[config.mk]
export PLATFORM = sky130hd
export DESIGN_NAME = aes_vector_player_flat
export DESIGN_NICKNAME = d
export VERILOG_FILES = /design/src/rtl/aes_vector_player_if.sv /design/src/rtl/aes_vector_player.sv /design/src/flat_wrapper.sv
export SDC_FILE = /design/constraint.sdc
export NUM_CORES = 2
export LEC_CHECK = 0
export CORE_UTILIZATION = 55
export DETAILED_ROUTE_END_ITERATION = 16
export HOLD_SLACK_MARGIN = 0.12
export PLACE_DENSITY = 0.8
export REMOVE_ABC_BUFFERS = 1
export SETUP_SLACK_MARGIN = 0.02
export SYNTH_ARGS = -nofsm -noshare
export SYNTH_HDL_FRONTEND = slang
export SYNTH_SLANG_ARGS = --single-unit
[constraint.sdc]
create_clock -name AES_clk -period 9.3 [get_ports AES_clk]
set_input_delay 1.395 -clock AES_clk [delete_from_list [all_inputs] [get_ports AES_clk]]
set_output_delay 1.395 -clock AES_clk [all_outputs]
set_load 0.005 [all_outputs]
[src/rtl/aes_vector_player_if.sv]
// Connection between the vector player and the AES core it drives.
// The player is the master: it drives enable/data/key and takes back the result.
interface aes_vector_player_if #(
  parameter int unsigned DATA_W = 128
) ();
  logic              aes_en;
  logic [DATA_W-1:0] aes_data_in;
  logic [DATA_W-1:0] aes_key_in;
  logic [DATA_W-1:0] aes_data_out;
  logic              aes_data_out_valid;

  modport master (
    output aes_en, aes_data_in, aes_key_in,
    input  aes_data_out, aes_data_out_valid
  );

  modport slave (
    input  aes_en, aes_data_in, aes_key_in,
    output aes_data_out, aes_data_out_valid
  );
endinterface

[src/rtl/aes_vector_player.sv]
// Plays a table of {plaintext, key, expected} vectors into an AES core and scores the results
// with saturating pass/fail/timeout/spurious counters and a first-failure capture.
module aes_vector_player #(
  parameter int unsigned DATA_W  = 128,
  parameter int unsigned DEPTH   = 8,
  parameter int unsigned TIMEOUT = 64,
  parameter int unsigned GAP_CYC = 2,
  parameter int unsigned CNT_W   = 8,
  localparam int unsigned AW     = $clog2(DEPTH)
) (
  input  logic              AES_clk,
  input  logic              AES_rst_n,
  input  logic              cfg_wr_en,
  input  logic [AW-1:0]     cfg_wr_addr,
  input  logic [1:0]        cfg_wr_sel,
  input  logic [DATA_W-1:0] cfg_wr_data,
  input  logic [AW:0]       cfg_num,
  input  logic              start,
  input  logic              abort,
  aes_vector_player_if.master aes,
  output logic              busy,
  output logic              done,
  output logic [CNT_W-1:0]  pass_cnt,
  output logic [CNT_W-1:0]  fail_cnt,
  output logic [CNT_W-1:0]  timeout_cnt,
  output logic [CNT_W-1:0]  spurious_cnt,
  output logic              first_fail_vld,
  output logic [AW-1:0]     first_fail_idx,
  output logic [DATA_W-1:0] first_fail_data
);

  localparam int unsigned TW = $clog2(TIMEOUT + 1);
  localparam int unsigned GW = $clog2(GAP_CYC + 1);

  localparam logic [1:0] StIdle = 2'd0;
  localparam logic [1:0] StRun  = 2'd1;
  localparam logic [1:0] StGap  = 2'd2;
  localparam logic [1:0] StDone = 2'd3;

  logic [DATA_W-1:0] pt_mem  [DEPTH];
  logic [DATA_W-1:0] key_mem [DEPTH];
  logic [DATA_W-1:0] exp_mem [DEPTH];

  logic [1:0]        state_q, state_d;
  logic [AW-1:0]     idx_q, idx_d;
  logic [AW:0]       num_q, num_d;
  logic [TW-1:0]     cyc_q, cyc_d;
  logic [GW-1:0]     gap_q, gap_d;
  logic              en_q, en_d;
  logic [DATA_W-1:0] din_q, din_d, key_q, key_d;
  logic              busy_q, busy_d, done_q, done_d;
  logic [CNT_W-1:0]  pass_q, pass_d, fail_q, fail_d, tmo_q, tmo_d, spur_q, spur_d;
  logic              ff_vld_q, ff_vld_d;
  logic [AW-1:0]     ff_idx_q, ff_idx_d;
  logic [DATA_W-1:0] ff_data_q, ff_data_d;

  logic [AW:0]       num_clamped;
  logic [AW:0]       nxt_slot;

  function automatic logic [CNT_W-1:0] sat_inc(input logic [CNT_W-1:0] v);
    return (&v) ? v : v + CNT_W'(1);
  endfunction

  // Table fields are plain storage; host writes are only accepted while idle.
  always_ff @(posedge AES_clk) begin
    if (cfg_wr_en && !busy_q) begin
      case (cfg_wr_sel)
        2'd0:    pt_mem[cfg_wr_addr]  <= cfg_wr_data;
        2'd1:    key_mem[cfg_wr_addr] <= cfg_wr_data;
        2'd2:    exp_mem[cfg_wr_addr] <= cfg_wr_data;
        default: ;
      endcase
    end
  end

  assign num_clamped = (cfg_num > (AW+1)'(DEPTH)) ? (AW+1)'(DEPTH) : cfg_num;
  assign nxt_slot    = {1'b0, idx_q} + (AW+1)'(1);

  always_comb begin
    state_d   = state_q;
    idx_d     = idx_q;
    num_d     = num_q;
    cyc_d     = cyc_q;
    gap_d     = gap_q;
    en_d      = en_q;
    din_d     = din_q;
    key_d     = key_q;
    pass_d    = pass_q;
    fail_d    = fail_q;
    tmo_d     = tmo_q;
    spur_d    = spur_q;
    ff_vld_d  = ff_vld_q;
    ff_idx_d  = ff_idx_q;
    ff_data_d = ff_data_q;

    if (state_q != StRun && aes.aes_data_out_valid) spur_d = sat_inc(spur_q);

    if (abort) begin
      state_d = StIdle;
      en_d    = 1'b0;
    end else begin
      unique case (state_q)
        StIdle: begin
          if (start) begin
            pass_d   = '0;
            fail_d   = '0;
            tmo_d    = '0;
            spur_d   = '0;
            ff_vld_d = 1'b0;
            ff_idx_d = '0;
            ff_data_d = '0;
            idx_d    = '0;
            cyc_d    = '0;
            num_d    = num_clamped;
            din_d    = pt_mem[0];
            key_d    = key_mem[0];
            if (num_clamped == '0) begin
              state_d = StDone;
            end else begin
              state_d = StRun;
              en_d    = 1'b1;
            end
          end
        end
        StRun: begin
          // A result arriving on the last timeout cycle still counts as a compare.
          if (aes.aes_data_out_valid) begin
            if (aes.aes_data_out == exp_mem[idx_q]) begin
              pass_d = sat_inc(pass_q);
            end else begin
              fail_d = sat_inc(fail_q);
              if (!ff_vld_q) begin
                ff_vld_d  = 1'b1;
                ff_idx_d  = idx_q;
                ff_data_d = aes.aes_data_out;
              end
            end
            state_d = StGap;
            en_d    = 1'b0;
            gap_d   = '0;
          end else if (cyc_q == TW'(TIMEOUT - 1)) begin
            tmo_d  = sat_inc(tmo_q);
            fail_d = sat_inc(fail_q);
            if (!ff_vld_q) begin
              ff_vld_d  = 1'b1;
              ff_idx_d  = idx_q;
              ff_data_d = '0;
            end
            state_d = StGap;
            en_d    = 1'b0;
            gap_d   = '0;
          end else begin
            cyc_d = cyc_q + TW'(1);
          end
        end
        StGap: begin
          if (gap_q == GW'(GAP_CYC - 1)) begin
            if (nxt_slot < num_q) begin
              idx_d   = nxt_slot[AW-1:0];
              din_d   = pt_mem[nxt_slot[AW-1:0]];
              key_d   = key_mem[nxt_slot[AW-1:0]];
              cyc_d   = '0;
              en_d    = 1'b1;
              state_d = StRun;
            end else begin
              state_d = StDone;
            end
          end else begin
            gap_d = gap_q + GW'(1);
          end
        end
        StDone:  state_d = StIdle;
        default: state_d = StIdle;
      endcase
    end

    busy_d = (state_d != StIdle);
    done_d = (state_d == StDone);
  end

  always_ff @(posedge AES_clk or negedge AES_rst_n) begin
    if (!AES_rst_n) begin
      state_q   <= StIdle;
      idx_q     <= '0;
      num_q     <= '0;
      cyc_q     <= '0;
      gap_q     <= '0;
      en_q      <= 1'b0;
      din_q     <= '0;
      key_q     <= '0;
      busy_q    <= 1'b0;
      done_q    <= 1'b0;
      pass_q    <= '0;
      fail_q    <= '0;
      tmo_q     <= '0;
      spur_q    <= '0;
      ff_vld_q  <= 1'b0;
      ff_idx_q  <= '0;
      ff_data_q <= '0;
    end else begin
      state_q   <= state_d;
      idx_q     <= idx_d;
      num_q     <= num_d;
      cyc_q     <= cyc_d;
      gap_q     <= gap_d;
      en_q      <= en_d;
      din_q     <= din_d;
      key_q     <= key_d;
      busy_q    <= busy_d;
      done_q    <= done_d;
      pass_q    <= pass_d;
      fail_q    <= fail_d;
      tmo_q     <= tmo_d;
      spur_q    <= spur_d;
      ff_vld_q  <= ff_vld_d;
      ff_idx_q  <= ff_idx_d;
      ff_data_q <= ff_data_d;
    end
  end

  assign aes.aes_en      = en_q;
  assign aes.aes_data_in = din_q;
  assign aes.aes_key_in  = key_q;
  assign busy            = busy_q;
  assign done            = done_q;
  assign pass_cnt        = pass_q;
  assign fail_cnt        = fail_q;
  assign timeout_cnt     = tmo_q;
  assign spurious_cnt    = spur_q;
  assign first_fail_vld  = ff_vld_q;
  assign first_fail_idx  = ff_idx_q;
  assign first_fail_data = ff_data_q;

endmodule

[src/flat_wrapper.sv]
// flat-port wrapper written by rule: the top's interface ports become plain ports
module aes_vector_player_flat 
#(
  parameter int unsigned DATA_W  = 128,
  parameter int unsigned DEPTH   = 8,
  parameter int unsigned TIMEOUT = 64,
  parameter int unsigned GAP_CYC = 2,
  parameter int unsigned CNT_W   = 8,
  localparam int unsigned AW     = $clog2(DEPTH)
)
  (AES_clk, AES_rst_n, cfg_wr_en, cfg_wr_addr, cfg_wr_sel, cfg_wr_data, cfg_num, start, abort, busy, done, pass_cnt, fail_cnt, timeout_cnt, spurious_cnt, first_fail_vld, first_fail_idx, first_fail_data, aes_aes_en, aes_aes_data_in, aes_aes_key_in, aes_aes_data_out, aes_aes_data_out_valid);
  aes_vector_player_if #(.DATA_W(DATA_W)) aes_i ();
  input  logic AES_clk;
  input  logic AES_rst_n;
  input  logic cfg_wr_en;
  input  logic [AW-1:0] cfg_wr_addr;
  input  logic [1:0] cfg_wr_sel;
  input  logic [DATA_W-1:0] cfg_wr_data;
  input  logic [AW:0] cfg_num;
  input  logic start;
  input  logic abort;
  output logic busy;
  output logic done;
  output logic [CNT_W-1:0] pass_cnt;
  output logic [CNT_W-1:0] fail_cnt;
  output logic [CNT_W-1:0] timeout_cnt;
  output logic [CNT_W-1:0] spurious_cnt;
  output logic first_fail_vld;
  output logic [AW-1:0] first_fail_idx;
  output logic [DATA_W-1:0] first_fail_data;
  output wire logic [$bits(aes_i.aes_en)-1:0] aes_aes_en;
  output wire logic [$bits(aes_i.aes_data_in)-1:0] aes_aes_data_in;
  output wire logic [$bits(aes_i.aes_key_in)-1:0] aes_aes_key_in;
  input wire logic [$bits(aes_i.aes_data_out)-1:0] aes_aes_data_out;
  input wire logic [$bits(aes_i.aes_data_out_valid)-1:0] aes_aes_data_out_valid;
  assign aes_aes_en = aes_i.aes_en;
  assign aes_aes_data_in = aes_i.aes_data_in;
  assign aes_aes_key_in = aes_i.aes_key_in;
  assign aes_i.aes_data_out = aes_aes_data_out;
  assign aes_i.aes_data_out_valid = aes_aes_data_out_valid;
  aes_vector_player #(.DATA_W(DATA_W), .DEPTH(DEPTH), .TIMEOUT(TIMEOUT), .GAP_CYC(GAP_CYC), .CNT_W(CNT_W)) u_core (.AES_clk(AES_clk), .AES_rst_n(AES_rst_n), .cfg_wr_en(cfg_wr_en), .cfg_wr_addr(cfg_wr_addr), .cfg_wr_sel(cfg_wr_sel), .cfg_wr_data(cfg_wr_data), .cfg_num(cfg_num), .start(start), .abort(abort), .aes(aes_i), .busy(busy), .done(done), .pass_cnt(pass_cnt), .fail_cnt(fail_cnt), .timeout_cnt(timeout_cnt), .spurious_cnt(spurious_cnt), .first_fail_vld(first_fail_vld), .first_fail_idx(first_fail_idx), .first_fail_data(first_fail_data));
endmodule
==> metrics.csv <==
stage,metric,value,unit
drt,vias per std cell,6.37,
clock_network,CTS Buffer Depth,4,
timing,Rel. slew slack,15.2,%
drt,final wirelength,342,mm
power,Power Dens Cells,255,mW/mm^2
clock_network,Worst-path clk slew,60,ps
finish,fin cells,11300,
die,die area,0.249,sq mm
die,Die Width,499,microns
die,standard-cell rows,182,
worst_setup_path,Required @ worst endpoint,10210,ps
clock_network,H-tree depth,5,
worst_setup_path,reg2reg setup slack,1860,ps
synthesis,#FFs+latches synth,3513,
run,MaxCap Viol Count,0,
synthesis,synthesized area per cell,19.3,sq um
worst_setup_path,CP Launch Type,flop,
synthesis,mux share of post-synthesis cell area,14.7,%
timing,maximum clock frequency,134,MHz
die,die height,499,microns
worst_setup_path,Crit Path Max Fanout,73,
finish,final-layout fill cell count,15900,
clock_network,CTS resizes,0,
outcome,status,finished clean,
synthesis,Compound-Gate Fraction of Synth Area,4.18,%
drt,DR iter-0 viols,9140,
synthesis,share of the synthesized area in the top cell type,67.8,%
timing,Slew @ Worst Pin,1270,ps
finish,layout cell share with drive strength beyond 1,16.7,%
drt,DR WL/cell,30.2,microns
worst_setup_path,kind of critical path,flop to flop,
clock_network,Root Driver,clkbuf_16,
global_route,GRT Total Usage,27.3,%
global_route,vias in the first global route,73200,
synthesis,top cell type by total area after synthesis,edfxtp_1,
placed_design,Place WS,1840,ps
synthesis,Main synth FF type,edfxtp_1,
timing,Final setup viols,0,
synthesis,Netlist Area Pre-Place,0.136,sq mm
global_route,largest net degree at the start of global routing,154,
min_path,min-delay worst type,input pin to asynchronous set/reset pin,
timing,setup_tns,0,ps
synthesis,sequential-to-total area share from yosys stat,76.0,%
placed_design,Post-DP HPWL,196,mm
worst_setup_path,Setup crit end kind,flop,
synthesis,synth top area cells,"edfxtp_1 (68%), mux4_2 (11%), dfrtp_1 (8.1%)",
global_route,antenna violations before repair,31,
synthesis,largest family of logic cells by synthesized area,multiplexers,
synthesis,Post-Synth Simple-Gate Area,2.79,%
die,Ports,694,
timing,post-route setup slack,1860,ps
clock_network,Post-CTS Hold Buffers,0,
global_route,grt ovf,0,
drt,post-route antenna net violation count,0,
placed_design,placed cell count,10700,
power,"Power, Total",0.0402,W
drt,DRC,0,
synthesis,count of flip-flops with a built-in enable after synthesis,3072,
worst_setup_path,Critical Path AT,8350,ps
finish,nets,8106,
timing,Final min period,7440,ps
clock_network,CTS Sinks,3513,
die,Initial Utilization,55.3,%
power,Worst VDD drop,0.251,mV
placed_design,routability cong.,0.819,
synthesis,"Warnings, synthesis",0,
placed_design,Port Buf Inserts,693,
timing,Final Cycle Share,80.0,%
die,Core ar.,0.246,sq mm
synthesis,Synth Area in XOR/XNOR,0.721,%
drt,total number of vias,72200,
synthesis,most common library cells after synthesis,"edfxtp_1 (3,072), mux4_2 (640), nand2_1 (586), o21ai_0 (553), mux2i_1 (528)",
synthesis,post-synthesis adder-cell area fraction,0.129,%
clock_network,Worst-Skew Late Latency,990,ps
drt,first-pass detailed-route iteration total,6,
synthesis,Mapped Cells,7045,
clock_network,Post-CTS Setup Bufs,0,
synthesis,Async SR Flop Fraction,12.6,%
timing,RSZ-0062 raised after global routing,false,
clock_network,Inserted Clock Buffers,358,
clock_network,CTS tree,done,
synthesis,Yosys cell types,74,
timing,final setup skew,85.0,ps
global_route,first-pass GRT wire length,494,mm
synthesis,most common cell in the netlist,edfxtp_1,
timing,final hold violations,0,
finish,P&R area growth vs syn,16.1,%
timing,Final Max Slew Viols,0,
power,static leakage,50.5,nW
## critical path, cell delays in order, from the launching register on
cell,delay [ps]
dfrtp_4,1000
buf_12,530
nand2_1,790
o22ai_1,470
o21ai_0,170
a211oi_1,560
nand4_1,170
or4_1,630
or4_1,850
o311ai_4,560
a21o_4,750
buf_12,370
a22o_1,220
## metrics by stage
| stage | cell area, sq um | util [%] | hold WS, ps |
|---|---|---|---|
| floorplan | 134000 | - | 450 |
| finish | 158000 | 64.2 | 364 |
| global route | 158000 | 64.2 | 372 |
| CTS | 158000 | 64.2 | 333 |
| detailed placement | 147000 | 59.6 | 469 |
| global placement | 147000 | 59.6 | 463 |
## cell families after synthesis
| group | count (synthesis) |
|---|---|
| compound gates | 921 |
| simple gates | 871 |
| fa+ha+maj | 14 |
| mux | 1196 |
| buf+inv | 418 |
| flops | 3513 |
| xor+xnor | 112 |
## state kept, by name, summed over array words and instances, names as in the netlist, 2 cells and up
signal	cells
u_core.cyc_q	7
u_core.exp_mem	1024
u_core.first_fail_data	128
u_core.aes.aes_key_in	128
u_core.num_q	4
u_core.state_q	2
u_core.pass_cnt	8
u_core.pt_mem	1024
u_core.key_mem	1024
u_core.fail_cnt	8
u_core.first_fail_idx	3
u_core.gap_q	2
u_core.spurious_cnt	8
u_core.idx_q	3
u_core.timeout_cnt	8
u_core.aes.aes_data_in	128
## cell usage in the layout (no fill, tap or decap), drive strengths merged, types with 28 or more instances in the layout
cell	count
a21oi	32
a22o	141
a22oi	62
buf	120
clkbuf	455
clkdlybuf4s50	692
clkinv	131
dfrtp	441
edfxtp	3072
inv	31
mux2	28
mux2i	528
mux4	640
nand2	586
nand3	37
nor2	77
nor4	28
o21ai	554
o22ai	32
xnor2	71
xor2	41
## power breakdown
group          switching [W]  internal [W]
combinational        0.00418       0.00366
clock                0.00585       0.00808
sequential          0.000475        0.0179
## layer usage
metal	wire (microns)	track usage, %
met1	132000	38.0
met2	163000	42.8
met3	35100	6.15
met4	11400	9.23
met5	171	0
## final timing paths
path	start	end	depth (start not counted)
worst max register to register	u_core.idx_q[1]	u_core.first_fail_data[0]	12
worst max-delay path	u_core.idx_q[1]	u_core.first_fail_data[0]	12
worst min register to register	u_core.aes.aes_data_in[95]	u_core.aes.aes_data_in[95]	2
min in group AES_clk	u_core.aes.aes_data_in[95]	u_core.aes.aes_data_in[95]	2
worst min-delay path	AES_rst_n	u_core.aes.aes_key_in[35]	1
max in group asynchronous	AES_rst_n	u_core.aes.aes_data_in[40]	3
## cell type report
class	count	area, sq um	share of cell area [%]
multi-input combinational	3114	30900	19.6
clock inverter	179	1630	1.03
timing repair buffer	812	8190	5.19
sequential	3513	103000	65.4
tap	3220	4030	2.55
inverter	22	82.6	0.0523
antenna	13	32.5	0.0206
clock buffer	455	9660	6.12
Note: power is estimated with default switching activity, not from simulation.
